==> src/rtl/blk_read_engine.sv <==
// blk_read_engine: issues SRAM word reads for one block per command and returns them through a credit-protected FIFO; optional BLK_READ_STAT_EN adds the o_blk_cnt completed-block counter
module blk_read_engine #(
    parameter int PORTNUM        = 16,
    parameter int BLK_ADDR_WIDTH = 10,
    parameter int TIMES_WIDTH    = 4,
    parameter int DATA_WIDTH     = 32,
    parameter int RD_LAT         = 2
) (
    input  logic                                  i_clk,
    input  logic                                  i_rst,
    input  logic [$clog2(PORTNUM)-1:0]            i_port,
    input  logic                                  i_port_vld,
    input  logic [BLK_ADDR_WIDTH-1:0]             i_blk_addr,
    input  logic                                  i_blk_addr_vld,
    input  logic                                  i_last_blk_vld,
    input  logic [TIMES_WIDTH-1:0]                i_last_r_times,
    output logic                                  o_blk_rdy,
    output logic                                  o_r_done,
    output logic [BLK_ADDR_WIDTH+TIMES_WIDTH-1:0] o_sram_addr,
    output logic                                  o_sram_rd,
    input  logic [DATA_WIDTH-1:0]                 i_sram_data,
    output logic [$clog2(PORTNUM)-1:0]            o_port,
    output logic [DATA_WIDTH-1:0]                 o_data,
    output logic                                  o_data_vld,
    output logic                                  o_sop,
    output logic                                  o_eop,
`ifdef BLK_READ_STAT_EN
    output logic [15:0]                           o_blk_cnt,
`endif
    input  logic                                  i_out_rdy
);
    localparam int PW = $clog2(PORTNUM);
    localparam int FDEPTH = RD_LAT + 2;
    localparam int AW = $clog2(FDEPTH);
    localparam int CW = $clog2(FDEPTH + 1);
    localparam logic [CW:0] FDEPTH_C = (CW+1)'(FDEPTH);
    localparam logic [AW-1:0] PTR_MAX = AW'(FDEPTH - 1);

    typedef enum logic [1:0] {IDLE, READ, DRAIN, DONE} state_t;
    state_t state, state_nxt;

    logic [BLK_ADDR_WIDTH-1:0] blk_addr;
    logic [TIMES_WIDTH-1:0]    word_idx, last_idx;
    logic                      is_last, psop;
    logic [PW-1:0]             port_q, blk_port;
    logic [RD_LAT-1:0]         tag_v, tag_s, tag_e;
    logic [DATA_WIDTH-1:0]     mem_d [FDEPTH];
    logic [FDEPTH-1:0]         mem_s, mem_e;
    logic [AW-1:0]             wr_ptr, rd_ptr;
    logic [CW-1:0]             fifo_count, inflight;
    logic                      accept, credit_ok, last_word, fifo_wr, fifo_rd;

    assign accept      = (state == IDLE) && i_blk_addr_vld;
    assign last_word   = word_idx == last_idx;
    assign credit_ok   = ({1'b0, fifo_count} + {1'b0, inflight}) < FDEPTH_C;
    assign fifo_wr     = tag_v[RD_LAT-1];
    assign fifo_rd     = o_data_vld && i_out_rdy;
    assign o_data_vld  = fifo_count != '0;
    assign o_data      = o_data_vld ? mem_d[rd_ptr] : '0;
    assign o_sop       = o_data_vld && mem_s[rd_ptr];
    assign o_eop       = o_data_vld && mem_e[rd_ptr];
    assign o_port      = blk_port;
    assign o_sram_addr = {blk_addr, word_idx};

    // reads still travelling through the SRAM pipeline hold a FIFO slot already
    always_comb begin
        inflight = '0;
        for (int i = 0; i < RD_LAT; i++) inflight = inflight + CW'(tag_v[i]);
    end

    // block sequencing: next state and handshake strobes
    always_comb begin
        state_nxt = state;
        o_blk_rdy = 1'b0;
        o_sram_rd = 1'b0;
        o_r_done  = 1'b0;
        case (state)
            IDLE: begin
                o_blk_rdy = !i_rst;
                if (i_blk_addr_vld) state_nxt = READ;
            end
            READ: begin
                o_sram_rd = credit_ok;
                if (credit_ok && last_word) state_nxt = DRAIN;
            end
            DRAIN: if (inflight == '0 && fifo_count == '0) state_nxt = DONE;
            default: begin
                o_r_done  = 1'b1;
                state_nxt = IDLE;
            end
        endcase
    end

    // state register
    always_ff @(posedge i_clk or posedge i_rst)
        if (i_rst) state <= IDLE;
        else state <= state_nxt;

    // command capture, packet tagging and word index
    always_ff @(posedge i_clk or posedge i_rst)
        if (i_rst) begin
            blk_addr <= '0;
            word_idx <= '0;
            last_idx <= '0;
            is_last  <= 1'b0;
            port_q   <= '0;
            blk_port <= '0;
            psop     <= 1'b0;
        end else begin
            if (i_port_vld) port_q <= i_port;
            psop <= i_port_vld || (psop && !(o_sram_rd && word_idx == '0));
            if (accept) begin
                blk_addr <= i_blk_addr;
                is_last  <= i_last_blk_vld;
                last_idx <= i_last_blk_vld ? i_last_r_times - TIMES_WIDTH'(1) : '1;
                blk_port <= i_port_vld ? i_port : port_q;
                word_idx <= '0;
            end else if (o_sram_rd) begin
                word_idx <= last_word ? '0 : word_idx + TIMES_WIDTH'(1);
            end
        end

    // {valid, sop, eop} tags aligned with the SRAM read latency
    always_ff @(posedge i_clk or posedge i_rst)
        if (i_rst) begin
            tag_v <= '0;
            tag_s <= '0;
            tag_e <= '0;
        end else begin
            tag_v[0] <= o_sram_rd;
            tag_s[0] <= o_sram_rd && word_idx == '0 && psop;
            tag_e[0] <= o_sram_rd && is_last && last_word;
            for (int i = 1; i < RD_LAT; i++) begin
                tag_v[i] <= tag_v[i-1];
                tag_s[i] <= tag_s[i-1];
                tag_e[i] <= tag_e[i-1];
            end
        end

    // FIFO pointers and occupancy
    always_ff @(posedge i_clk or posedge i_rst)
        if (i_rst) begin
            wr_ptr     <= '0;
            rd_ptr     <= '0;
            fifo_count <= '0;
        end else begin
            if (fifo_wr) wr_ptr <= (wr_ptr == PTR_MAX) ? '0 : wr_ptr + AW'(1);
            if (fifo_rd) rd_ptr <= (rd_ptr == PTR_MAX) ? '0 : rd_ptr + AW'(1);
            fifo_count <= fifo_count + CW'(fifo_wr) - CW'(fifo_rd);
        end

    // FIFO storage; contents are don't-care until a slot is written
    always_ff @(posedge i_clk)
        if (fifo_wr) begin
            mem_d[wr_ptr] <= i_sram_data;
            mem_s[wr_ptr] <= tag_s[RD_LAT-1];
            mem_e[wr_ptr] <= tag_e[RD_LAT-1];
        end

    a_no_overflow: assert property (@(posedge i_clk) disable iff (i_rst)
        !(fifo_wr && !fifo_rd && fifo_count == CW'(FDEPTH)));

`ifdef BLK_READ_STAT_EN
    // saturating count of completed blocks
    always_ff @(posedge i_clk or posedge i_rst)
        if (i_rst) o_blk_cnt <= '0;
        else if (o_r_done && o_blk_cnt != 16'hFFFF) o_blk_cnt <= o_blk_cnt + 16'd1;
`endif
endmodule

==> config.mk <==
export PLATFORM = sky130hd
export DESIGN_NAME = blk_read_engine
export DESIGN_NICKNAME = d
export VERILOG_FILES = /design/src/rtl/blk_read_engine.sv
export SDC_FILE = /design/constraint.sdc
export NUM_CORES = 1
export LEC_CHECK = 0
export CAP_MARGIN = 20
export CORE_UTILIZATION = 58
export DETAILED_ROUTE_END_ITERATION = 10
export GPL_TIMING_DRIVEN = 0
export PLACE_DENSITY = 0.92
export SETUP_SLACK_MARGIN = 0.1
export SYNTH_ARGS = -nofsm -noshare
export SYNTH_HDL_FRONTEND = slang
export SYNTH_SLANG_ARGS = --single-unit
==> constraint.sdc <==
create_clock -name i_clk -period 3.45 [get_ports i_clk]
set_input_delay 0.69 -clock i_clk [delete_from_list [all_inputs] [get_ports i_clk]]
set_output_delay 0.69 -clock i_clk [all_outputs]
set_load 0.01 [all_outputs]
==> impl_metrics.env <==
export IMPL_status="completed"
export IMPL_hold_start="tag_s[0]$_DFF_PP0_"
export IMPL_skew_ns=0.00791
export IMPL_antenna_found_initial=0
export IMPL_cts_buffer_depth=2
export IMPL_max_freq_ghz=0.308
export IMPL_yosys_top_cells_count="edfxtp_1, nand2_1, dfrtp_1"
export IMPL_slowest_stage="clkdlybuf4s50_1"
export IMPL_r2r_start="fifo_count[0]$_DFF_PP0_"
export IMPL_numPortBuffers=111
export IMPL_critPathLaunchType="register"
export IMPL_die_area_mm2=0.0128
export IMPL_clk_pin_slew_ns=0.06
export IMPL_required_ns=2.76
export IMPL_fp_dieW_um=113
export IMPL_finalHoldViolCount=0
export IMPL_syn_avg_cell_area_um2=17.4
export IMPL_path_common_cell="ha_1"
export IMPL_synthArstFlopShare=0.240
export IMPL_p_int_mw=5.44
export IMPL_finalWirelength_um=14000
export IMPL_htreeDepth=4
export IMPL_fin_crit_sh=0.940
export IMPL_synth_area_top_cells="edfxtp_1, dfrtp_1, mux4_2"
export IMPL_root_buffer="clkbuf_16"
export IMPL_grt_overflow_total=0
export IMPL_antenna_left=0
export IMPL_cp_arrival_ns=2.55
export IMPL_power_share_sequential=0.379
export IMPL_power_density_mw_per_mm2=842
export IMPL_drc=0
export IMPL_cts_tree="yes"
export IMPL_grt_pass1_vias=4261
export IMPL_cp_slowest_stage_delay_ns=0.58
export IMPL_diodes=0
export IMPL_ctsHoldBuffers=0
export IMPL_finalSetupViolCount=0
export IMPL_drt_initial_drc_count=322
export IMPL_synth_top_cell_by_area="edfxtp_1"
export IMPL_setup_tns_final_ns=0
export IMPL_synth_cell_area_mm2=0.00717
export IMPL_cts_made_buffers=17
export IMPL_start_util=0.597
export IMPL_power_total_mw=7.70
export IMPL_crit_start="tag_v[1]$_DFF_PP0_"
export IMPL_worst_pin_slew_ns=0.899
export IMPL_synth_seq_area_share=0.720
export IMPL_die_y_um=113
export IMPL_final_area_mm2=0.00915
export IMPL_cap_viol_max_count=0
export IMPL_synthFlopType="edfxtp_1"
export IMPL_r2r_slack_ns=0.95
export IMPL_ios=112
export IMPL_power_switching_mw=2.26
export IMPL_drv_slew=0
export IMPL_combinationalPowerShare=0.380
export IMPL_r2r_worst_path_cells=9
export IMPL_ys_types=38
export IMPL_synth_edff_count=136
export IMPL_cts_sinks=179
export IMPL_p_leak_nw=3.39
export IMPL_fin_util=0.762
export IMPL_holdWs_ns=0.348
export IMPL_period_minus_slack_ns=3.24
export IMPL_crit_path_max_fanout=10
export IMPL_worstSetupEndpoint="o_sram_rd"
export IMPL_coreArea_mm2=0.0120
export IMPL_nets=620
export IMPL_post_dp_cell_area_mm2=0.00855
export IMPL_end_kind="output pin"
export IMPL_area_growth_pct=27.6
export IMPL_yosysMostFrequentCell="edfxtp_1"
export IMPL_r2r_end="fifo_count[2]$_DFF_PP0_"
export IMPL_synth_top_area_share=0.570
export IMPL_n_fill_cell=657
export IMPL_placementRows=40
export IMPL_p_clk_frac=0.241
export IMPL_hold_class="register to register"
export IMPL_dp_hpwl_um=8950
export IMPL_grt_pass1_wl_um=22500
export IMPL_via_count=3983
export IMPL_ir_drop_mv=0.506
export IMPL_relSlewSlack=0.400
export IMPL_ys_warn_count=0
export IMPL_rsz0062_at_grt="true"
export IMPL_netlist_instances=411
export IMPL_insertion_delay_ns=0.41
export IMPL_wire_per_inst_um=19.8
export IMPL_drive_gt1_frac=0.161
export IMPL_synth_seq_cells=179
export IMPL_place_congestion=0.743
export IMPL_grt_usage=0.241
export IMPL_worstSetupPathType="register to output pin"
export IMPL_crit_chain="ha_1 -> ha_1 -> a311oi_2 -> and2_1 -> buf_2 -> clkdlybuf4s50_1"
export IMPL_firstDrtPassIters=5
export IMPL_viasPerCell=5.64
export IMPL_switching_share=0.294
export IMPL_syn_num_nets=485
export IMPL_grt_max_degree=44
area by class of cell:
type | instances | area, um^2 | share of cell area
well taps | 147 | 184 | 0.0201
flip-flops and latches | 179 | 5160 | 0.564
inverters | 19 | 71.3 | 0.00780
multi-input cells | 196 | 1860 | 0.204
plain buffers | 17 | 85.1 | 0.00930
repair buffers | 116 | 1200 | 0.131
clock inverters | 3 | 41.3 | 0.00451
clock buffers | 29 | 542 | 0.0592
worst max-delay path: cells and delay by family, from the launching register on:
family,cells,cell delay (ns)
DFF,1,0.47
AOI/OAI and AO/OA,1,0.28
adders and majority gates,2,0.48
buffers and inverters,2,0.75
and+or+nand+nor,1,0.17
power by group through the flow:
stage / clock network, mW / logic, mW / registers [mW]
after detailed placement: 0 / 2.90 / 2.95
after floorplan: 0 / 1.60 / 2.94
after global placement: 0 / 2.75 / 2.93
after global routing: 1.98 / 3.16 / 2.96
final: 1.86 / 2.93 / 2.92
after CTS: 1.89 / 2.96 / 2.92
timing repair:
action / CTS / global route
endpoints found under the hold margin: 0 / 0
gates resized for setup: 1 / 5
pin swaps: 1 / 0
setup buffers: 1 / 0
setup endpoints to repair: 1 / 15
through the flow:
stage,worst slack (ns),std cells
3_3_place_gp,0.545,669
4_1_cts,0.109,706
6_report,0.206,706
2_1_floorplan,1.23,411
5_1_grt,0.0562,706
3_5_place_dp,0.386,673
worst min path at each step:
stage	depth (start not counted)	end
CTS	0	tag_s[1]$_DFF_PP0_
global placement	0	tag_s[1]$_DFF_PP0_
global route	0	tag_e[1]$_DFF_PP0_
floorplan	0	tag_e[1]$_DFF_PP0_
finish	0	tag_s[1]$_DFF_PP0_
detailed placement	0	tag_s[1]$_DFF_PP0_
cell usage in the layout, fill, tap and decap left out, types with 2 or more instances in the layout:
cell type / netlist / layout
a21o_1: 2 / 2
a31oi_1: 3 / 3
and2_1: 40 / 36
and2_2: 0 / 4
buf_12: 0 / 4
buf_2: 3 / 3
buf_4: 4 / 5
clkbuf_1: 10 / 14
clkbuf_16: 0 / 18
clkbuf_2: 0 / 2
clkbuf_8: 0 / 5
clkdlybuf4s50_1: 0 / 111
dfrtp_1: 43 / 42
edfxtp_1: 136 / 136
ha_1: 17 / 17
inv_1: 19 / 18
mux2_2: 5 / 5
mux4_2: 34 / 34
nand2_1: 49 / 49
nand3_1: 2 / 2
nor2_1: 9 / 9
nor2b_1: 2 / 2
nor3_1: 2 / 2
nor4_1: 2 / 2
o21ai_0: 2 / 2
o22a_1: 2 / 2
or3_1: 2 / 2
xnor2_1: 2 / 2
xor2_1: 6 / 6
metal layers:
layer	vias up	wire, um	GRT usage
met2	160	7340	0.411
li1	1792	-	-
met1	2013	5390	0.293
met4	0	223	0.0798
met5	-	0	0
met3	18	1010	0.0777
flip-flops by register name, indices dropped and copies added, names as in the netlist:
register    cells
state           2
last_idx        4
port_q          4
is_last         1
rd_ptr          2
tag_e           2
blk_addr       10
tag_s           2
o_port          4
wr_ptr          2
tag_v           2
mem_d         128
psop            1
word_idx        4
mem_s           4
mem_e           4
fifo_count      3
kinds of logic after synthesis:
family	Yosys count	synth area share
XOR/XNOR	8	0.00978
AND/OR/NAND/NOR	111	0.0763
flip-flops	179	0.720
multiplexers	41	0.118
AO/OA/AOI/OAI	18	0.0218
buffers and inverters	36	0.0215
adder cells (fa/ha/maj)	18	0.0325
(Power assumes the default switching activity.)
